### src/rtl/fill_header_builder.sv
// fill_header_builder
//   Collects the per-fill metadata (trigger number, fill type, async flag,
//   DDR3 start address, burst count) between fill_start and wfm_done and
//   pushes exactly one 152-bit header word into the fill header FIFO for
//   every accepted fill.
//   Optional feature: define FILL_HDR_TIMESTAMP_EN to build a free-running
//   26-bit cycle counter whose value at fill_start lands in bits [52:27].
//   Without the macro no counter exists and those bits are zero.
module fill_header_builder #(
  parameter int HDR_BURSTS  = 2,
  parameter int TIMEOUT_CYC = 1 << 20
) (
  input  logic         clk,
  input  logic         reset_n,
  input  logic         fill_start,
  input  logic [23:0]  trig_num,
  input  logic [1:0]   fill_type,
  input  logic         async_mode,
  input  logic [22:0]  ddr3_wr_start_addr,
  input  logic         wfm_done,
  input  logic [23:0]  bursts_written,
  input  logic         fill_header_fifo_full,
  output logic         fill_header_fifo_wr_en,
  output logic [151:0] fill_header_fifo_in,
  output logic         busy,
  output logic [15:0]  drop_count
);

  localparam int TW = (TIMEOUT_CYC > 1) ? $clog2(TIMEOUT_CYC) : 1;

  typedef enum logic [1:0] {
    IDLE      = 2'd0,
    ARMED     = 2'd1,
    WAIT_FIFO = 2'd2,
    WRITE     = 2'd3
  } state_t;

  state_t        state_q, state_d;
  logic [TW-1:0] tmo_cnt;
  logic          ovl_flag;

  // Fields captured at fill_start; they only matter once a fill is accepted.
  logic [23:0]   trig_q;
  logic [1:0]    type_q;
  logic          async_q;
  logic [22:0]   addr_q;
  logic [25:0]   ts_q;

  logic          accept;
  logic          drop;
  logic          tmo_hit;
  logic          hdr_load;
  logic          hdr_tmo;
  logic          hdr_ovl;
  logic [23:0]   hdr_bursts;

  // Burst total widened to 25 bits so the carry shows up, then clamped.
  function automatic logic [23:0] sat_total(input logic [23:0] bursts);
    logic [24:0] sum;
    sum = {1'b0, bursts} + 25'(HDR_BURSTS);
    return sum[24] ? 24'hFFFFFF : sum[23:0];
  endfunction

  // Drop counter sticks at all-ones instead of wrapping.
  function automatic logic [15:0] sat_inc16(input logic [15:0] v);
    return (v == 16'hFFFF) ? v : v + 16'd1;
  endfunction

  // Assemble the header word; the burst total appears twice so the
  // downstream reader can find it in either 128-bit half.
  function automatic logic [151:0] build_word(
    input logic [23:0] trig,
    input logic [1:0]  ftype,
    input logic        amode,
    input logic [25:0] ts,
    input logic [22:0] addr,
    input logic [23:0] total,
    input logic        tmo,
    input logic        ovl
  );
    logic [151:0] w;
    w           = '0;
    w[23:0]     = trig;
    w[25:24]    = ftype;
    w[26]       = amode;
    w[52:27]    = ts;
    w[75:53]    = addr;
    w[99:76]    = total;
    w[100]      = tmo;
    w[101]      = ovl;
    w[151:128]  = total;
    return w;
  endfunction

  assign accept   = fill_start && (state_q == IDLE);
  assign drop     = fill_start && (state_q != IDLE);
  assign tmo_hit  = (tmo_cnt == TW'(TIMEOUT_CYC - 1));
  assign hdr_load = (state_q == ARMED) && (wfm_done || tmo_hit);
  // wfm_done wins over a simultaneous terminal count.
  assign hdr_tmo  = !wfm_done;
  // A second fill_start coinciding with wfm_done still marks the overlap.
  assign hdr_ovl  = ovl_flag || fill_start;
  assign hdr_bursts = wfm_done ? bursts_written : 24'd0;
  assign busy     = (state_q != IDLE);

`ifdef FILL_HDR_TIMESTAMP_EN
  logic [25:0] ts_cnt;

  // Free-running cycle counter, wraps naturally at 26 bits.
  always_ff @(posedge clk or negedge reset_n) begin
    if (!reset_n) begin
      ts_cnt <= '0;
    end else begin
      ts_cnt <= ts_cnt + 26'd1;
    end
  end

  // Snapshot the timestamp together with the other fill fields.
  always_ff @(posedge clk) begin
    if (accept) begin
      ts_q <= ts_cnt;
    end
  end
`else
  assign ts_q = '0;
`endif

  // Capture the fill descriptor when a fill is accepted in IDLE.
  always_ff @(posedge clk) begin
    if (accept) begin
      trig_q  <= trig_num;
      type_q  <= fill_type;
      async_q <= async_mode;
      addr_q  <= ddr3_wr_start_addr;
    end
  end

  // Next-state logic for the fill sequencer.
  always_comb begin
    state_d = state_q;
    case (state_q)
      IDLE:      if (fill_start)             state_d = ARMED;
      ARMED:     if (wfm_done || tmo_hit)    state_d = WAIT_FIFO;
      WAIT_FIFO: if (!fill_header_fifo_full) state_d = WRITE;
      WRITE:                                 state_d = IDLE;
      default:                               state_d = IDLE;
    endcase
  end

  // State register, timeout/overlap tracking, drop counter and header output.
  always_ff @(posedge clk or negedge reset_n) begin
    if (!reset_n) begin
      state_q                <= IDLE;
      tmo_cnt                <= '0;
      ovl_flag               <= 1'b0;
      drop_count             <= '0;
      fill_header_fifo_wr_en <= 1'b0;
      fill_header_fifo_in    <= '0;
    end else begin
      state_q                <= state_d;
      // wr_en mirrors the WRITE state one-for-one, registered.
      fill_header_fifo_wr_en <= (state_q == WAIT_FIFO) && !fill_header_fifo_full;
      if (drop) begin
        drop_count <= sat_inc16(drop_count);
      end
      if (accept) begin
        tmo_cnt  <= '0;
        ovl_flag <= 1'b0;
      end else if (state_q == ARMED) begin
        tmo_cnt <= tmo_cnt + 1'b1;
        if (fill_start) begin
          ovl_flag <= 1'b1;
        end
        // Header is frozen here and held through WAIT_FIFO and WRITE.
        if (hdr_load) begin
          fill_header_fifo_in <= build_word(trig_q, type_q, async_q, ts_q, addr_q,
                                            sat_total(hdr_bursts), hdr_tmo, hdr_ovl);
        end
      end
    end
  end

endmodule

### config.mk
export PLATFORM = sky130hd
export DESIGN_NAME = fill_header_builder
export DESIGN_NICKNAME = d
export VERILOG_FILES = /design/src/rtl/fill_header_builder.sv
export SDC_FILE = /design/constraint.sdc
export NUM_CORES = 1
export LEC_CHECK = 0
export BUFFER_PORTS_ARGS = -buffer_cell sky130_fd_sc_hd__buf_2
export CORE_ASPECT_RATIO = 2
export CORE_MARGIN = 8
export CORE_UTILIZATION = 50
export CTS_BUF_LIST = sky130_fd_sc_hd__clkbuf_8
export CTS_CLUSTER_SIZE = 16
export DETAILED_ROUTE_END_ITERATION = 10
export PLACE_DENSITY_LB_ADDON = 0.15
export SETUP_SLACK_MARGIN = 0.05
export SLEW_MARGIN = 20
export SYNTH_ARGS = -nofsm -noshare
export SYNTH_HDL_FRONTEND = slang
export SYNTH_SLANG_ARGS = --single-unit
### constraint.sdc
create_clock -name clk -period 6.1 [get_ports clk]
set_input_delay 0.305 -clock clk [delete_from_list [all_inputs] [get_ports clk]]
set_output_delay 0.305 -clock clk [all_outputs]
set_load 0.05 [all_outputs]
Word level (Yosys, flattened, before mapping). Cells that the tools add are included.

Register bits: 190. Latch bits: 0. Bits in writable memories: 0. Memory bits (read-only): 0. Input port bits: 79. Output and inout bits: 170. Logic and storage cells: 50. Memories: 0.

Add/subtract/negate cells: 3. $mul: 0. Divide/modulo/power cells: 0. Order comparisons: 0. Eq/ne operators: 8. Shift-type cells: 0. Muxes and demuxes: 11. Bitwise operators: 2. Reductions and logical operators: 16.

Operators by type and width (count): 24-bit two-way mux (2); 20-bit two-way mux (2); 24-bit by 2-bit adder with 25-bit output (second input constant) (1); 20-bit by 1-bit adder with 20-bit output (second input constant) (1); 20-bit == test (second input constant) (1); 16-bit by 1-bit adder with 16-bit output (second input constant) (1); 16-bit == test (second input constant) (1); 2-bit case mux with 4 select lines (1); 2-bit two-way mux (3); 2-bit != test (second input constant) (3); 3-bit AND reduction (2); 2-bit nonzero test (3); 2-bit == test (second input constant) (2); 1-bit logical AND (4); 2-bit AND reduction (2); 1-bit two-way mux (3); 2-bit by 1-bit == test with 1-bit output (second input constant) (1); 1-bit zero test (2); 2-bit zero test (1); 1-bit logical OR (2); 1-bit NOT (2).

Logic depth before layout (Yosys ltp).
Depth after elaboration: 4. Depth in mapped cells: 10.

Least setup slack after synthesis. OpenSTA, ideal clock, no wires.

Path type: register to register. Start: register state_q[0]. End: register addr_q[0] (enable). Arrival: 2.455 ns. Setup slack: 3.212 ns. Stages on the path, launching flop included: 5. Path buffers: 1. Period minus slack after synthesis: 2.888 ns. Cell sequence: dfrtp_1 > inv_1 > ha_1 > and2_0 > clkbuf_1.

Word-level cells in the longest chain between the ends: 2.

RTL lines: start: declaration (RTL line 38) `state_t state_q, state_d;`; start signal: assignment (RTL line 160) `state_q <= state_d;`; 2-bit zero test (RTL line 95) `assign accept = fill_start && (state_q == IDLE);`; 1-bit logical AND (RTL line 95); named net accept (RTL line 49) `logic accept;`; end signal: assignment (RTL line 134) `addr_q <= ddr3_wr_start_addr;`; end: declaration (RTL line 46) `logic [22:0] addr_q;`.

The timed path passes the listed nets, and every way through them passes these cells. A chain may end at the register's enable or synchronous reset.

Final worst setup path.
Start: register state_q[1]. End: register fill_header_fifo_in[149].

Word-level cells in the longest chain between the ends: 4. Elaborated cells between the ends (all ways): 6. Those cells by class: eq/ne (1); bitwise (1); reduce/logical (4).

RTL lines: 2-bit zero test (RTL line 95); 1-bit logical AND (RTL line 95); 1-bit NOT (no line); 3-bit AND reduction (no line) *; end signal: assignment (RTL line 176) `fill_header_fifo_in <= build_word(trig_q, type_q, async_q, ts_q, addr_q,`; end: declaration (RTL line 24) `output logic [151:0] fill_header_fifo_in,`.

Every way passes the cells marked *; elsewhere a longest branch is shown, timed or not.

==> reports/qor.csv <==
metric,value,unit
"count leader, synth",dfrtp_1,
final hold slack,0.03804,ns
first-pass GRT wire length,24580,um
Layout Nets,894,
register area,4404,um2
CTS H-tree lvls,4,
Routed WL per cell,15.33,um
drt drc,0,
Syn Area/Cell,12.43,um2
#FFs+latches synth,166,
total core area,14660,um2
Seq pwr share,0.351,
Die Y,188.2,um
Synth top area share,0.3917,
Reg-to-Reg End,fill_header_fifo_in[149]$_DFFE_PN0P_,
outcome,"complete, no violations",
GP Congestion,0.7400,
"FFs w/ async S/R, synth",0.6988,
Worst R2R Path Depth,7,
vias in the first global route,4960,
clock transition at the registers of the reported paths,0.10,ns
R2R Setup Slk,2.83,ns
Sw Ratio,0.5097,
leak pwr,3.982,nW
Psw,2.512,mW
share of cells above drive strength 1,0.3362,
minimum clock period,3.269,ns
clock sinks,166,
# diodes,0,
top_reg_cell synth,dfrtp_1,
Crit. Startpoint,state_q[1]$_DFFE_PN0P_,
RSZ-0062 raised after global routing,false,
actual slew at the worst max-slew pin,0.9590,ns
Post-Syn Area,7411,um2
Die Wd,102.1,um
Comb pwr share,0.495,
fin crit share,0.5360,
worst endpoint data arrival time,3.56,ns
total CTS buffers,17,
Yosys Warn Count,0,
Post-synth top cells,"dfrtp_1, buf_4, edfxtp_1, nor2_1, mux2_2",
Final ANT Viol Nets,0,
P_int,2.417,mW
vias,4951,
Die Footprint,19210,um2
Max Fanout on Critical Path,30,
Peak VDD IR,288.4,uV
"Slew Viols, Final",0,
DP Worst Slack,2.774,ns
Initial DRT Pass Iterations,4,
synth unique cells,47,
CP Launch Type,flip-flop,
max cap viols,0,
setup_tns,0,ns
Synth area leaders,"dfrtp_1, edfxtp_1, buf_4, mux2_2, xnor2_1",
top achievable clock speed,305.9,MHz
CP Class,reg2reg,
Area Overhead vs Synth,20.72,%
FF-to-FF Start,state_q[1]$_DFFE_PN0P_,
Slew headroom,0.3583,
row cnt,63,
I/O pin count,249,
slack of the critical path,2.831,ns
Critical Path RT,6.40,ns
dpl hpwl,10870,um
Total Wirelength,15580,um
clk buf depth,2,
starting density of the core,0.5055,
PortBufs,196,
Clock Skews,0.01913,ns
Post-synth EDFFs,50,
post-CTS sizing,0,
Vias per Instance,4.873,
Fillers,1261,
post-synthesis sequential area ratio,0.5943,
post-synthesis cell count,596,
Setup crit end,fill_header_fifo_in[149]$_DFFE_PN0P_,
Worst-Skew Late Latency,0.45,ns
Clk network pwr share,0.154,
pin count of the biggest net entering global routing,84,
multi-input logic area,2489,um2
Yosys top cell by area,dfrtp_1,
Worst setup EP type,flip-flop,
gr usage total,0.1610,
Hold Path Class,in2reg,
Root Driver,clkbuf_8,
grt ovf,0,
final number of setup-violating endpoints,0,
Power Density,551.0,nW/um2
initial antenna violation count,0,
Fin. Hold Viols,0,
DR iter-0 viols,206,
CTS tree,done,
==> critical path, cell delays in order (launching register included) <==
cell	delay, ns
dfrtp_1	0.40
inv_1	0.11
ha_1	0.34
a21bo_1	0.24
or4_4	0.54
o21ai_4	0.75
o21a_1	0.59
a31oi_1	0.14
==> state kept, by name (all words and copies together) (netlist names) <==
signal	count
async_q	1
drop_count	16
tmo_cnt	20
trig_q	24
fill_header_fifo_wr_en	1
type_q	2
state_q	2
fill_header_fifo_in	76
addr_q	23
ovl_flag	1
==> cells by family after synthesis <==
logic type	after synthesis	share of synthesized area
muxes	56	0.08459
adders and majority gates	7	0.01182
xor gates and xnor gates	38	0.04491
other	1	0.0005060
AOI/OAI and AO/OA	55	0.04711
and+or+nand+nor	170	0.1209
DFF	166	0.5943
buffers and inverters	103	0.09590
==> how the worst min path moves through the flow <==
| stage | startpoint | end | depth (start not counted) |
|---|---|---|---|
| 4_1_cts | trig_num[11] | trig_q[11]$_DFFE_PP_ | 1 |
| 3_3_place_gp | reset_n | drop_count[13]$_DFFE_PN0P_ | 1 |
| 3_5_place_dp | reset_n | drop_count[13]$_DFFE_PN0P_ | 1 |
| 2_1_floorplan | reset_n | drop_count[0]$_DFFE_PN0P_ | 0 |
| 5_1_grt | ddr3_wr_start_addr[13] | addr_q[13]$_DFFE_PP_ | 1 |
| 6_report | ddr3_wr_start_addr[2] | addr_q[2]$_DFFE_PP_ | 1 |
==> placed cells by master, fill, tap and decap left out, types with 6 or more instances in the layout <==
cell             n
buf_2          195
dfrtp_1        116
conb_1          52
edfxtp_1        50
nor2_1          45
mux2_2          38
dlygate4sd3_1   37
nand2_1         33
a21oi_1         29
nand4_1         24
xnor2_1         22
nand3_1         21
clkbuf_8        17
xor2_1          16
mux2_1          15
inv_1            9
and3_1           7
nor3_1           7
o21ai_0          7
ha_1             7
or3_1            6
inv_6            6
inv_8            6
==> power by group through the flow <==
stage	clock network, mW	registers, mW	logic (mW)
after global placement	0	1.75	2.42
after CTS	0.793	1.74	2.47
final	0.761	1.73	2.44
after floorplan	0	2.72	1.04
after global routing	0.837	1.79	2.56
after detailed placement	0	1.76	2.45
==> layout make-up <==
class                   count  area share
flip-flops and latches    166      0.4923
clock inverters            15     0.01664
clock buffers              17     0.02615
inverters                   9    0.003776
well taps                 195     0.02727
multi-input cells         378      0.2782
repair buffers            236      0.1557
==> metrics by stage <==
step | area [um2] | total power [mW] | std cells | util
2_1_floorplan | 7602 | 3.760 | 647 | -
3_3_place_gp | 8189 | 4.173 | 947 | 0.5585
3_5_place_dp | 8189 | 4.205 | 947 | 0.5585
4_1_cts | 8812 | 4.996 | 1003 | 0.6010
5_1_grt | 8946 | 5.189 | 1016 | 0.6102
6_report | 8946 | 4.929 | 1016 | 0.6102
==> layer usage <==
layer / part of all wire / wire [um] / up-vias / GRT usage
met5: 0 / 0 / - / 0
met4: 0.010 / 162 / 0 / 0.05065
met3: 0.071 / 1109 / 10 / 0.04621
met2: 0.51 / 7989 / 158 / 0.2733
met1: 0.41 / 6314 / 2384 / 0.1883
li1: - / - / 2399 / -
==> timing repair <==
| item | in CTS | in global routing |
|---|---|---|
| buffers inserted | 0 | 0 |
| hold buffers | 24 | 13 |
| hold endpoints to repair | 56 | 13 |
(Power assumes the default switching activity.)
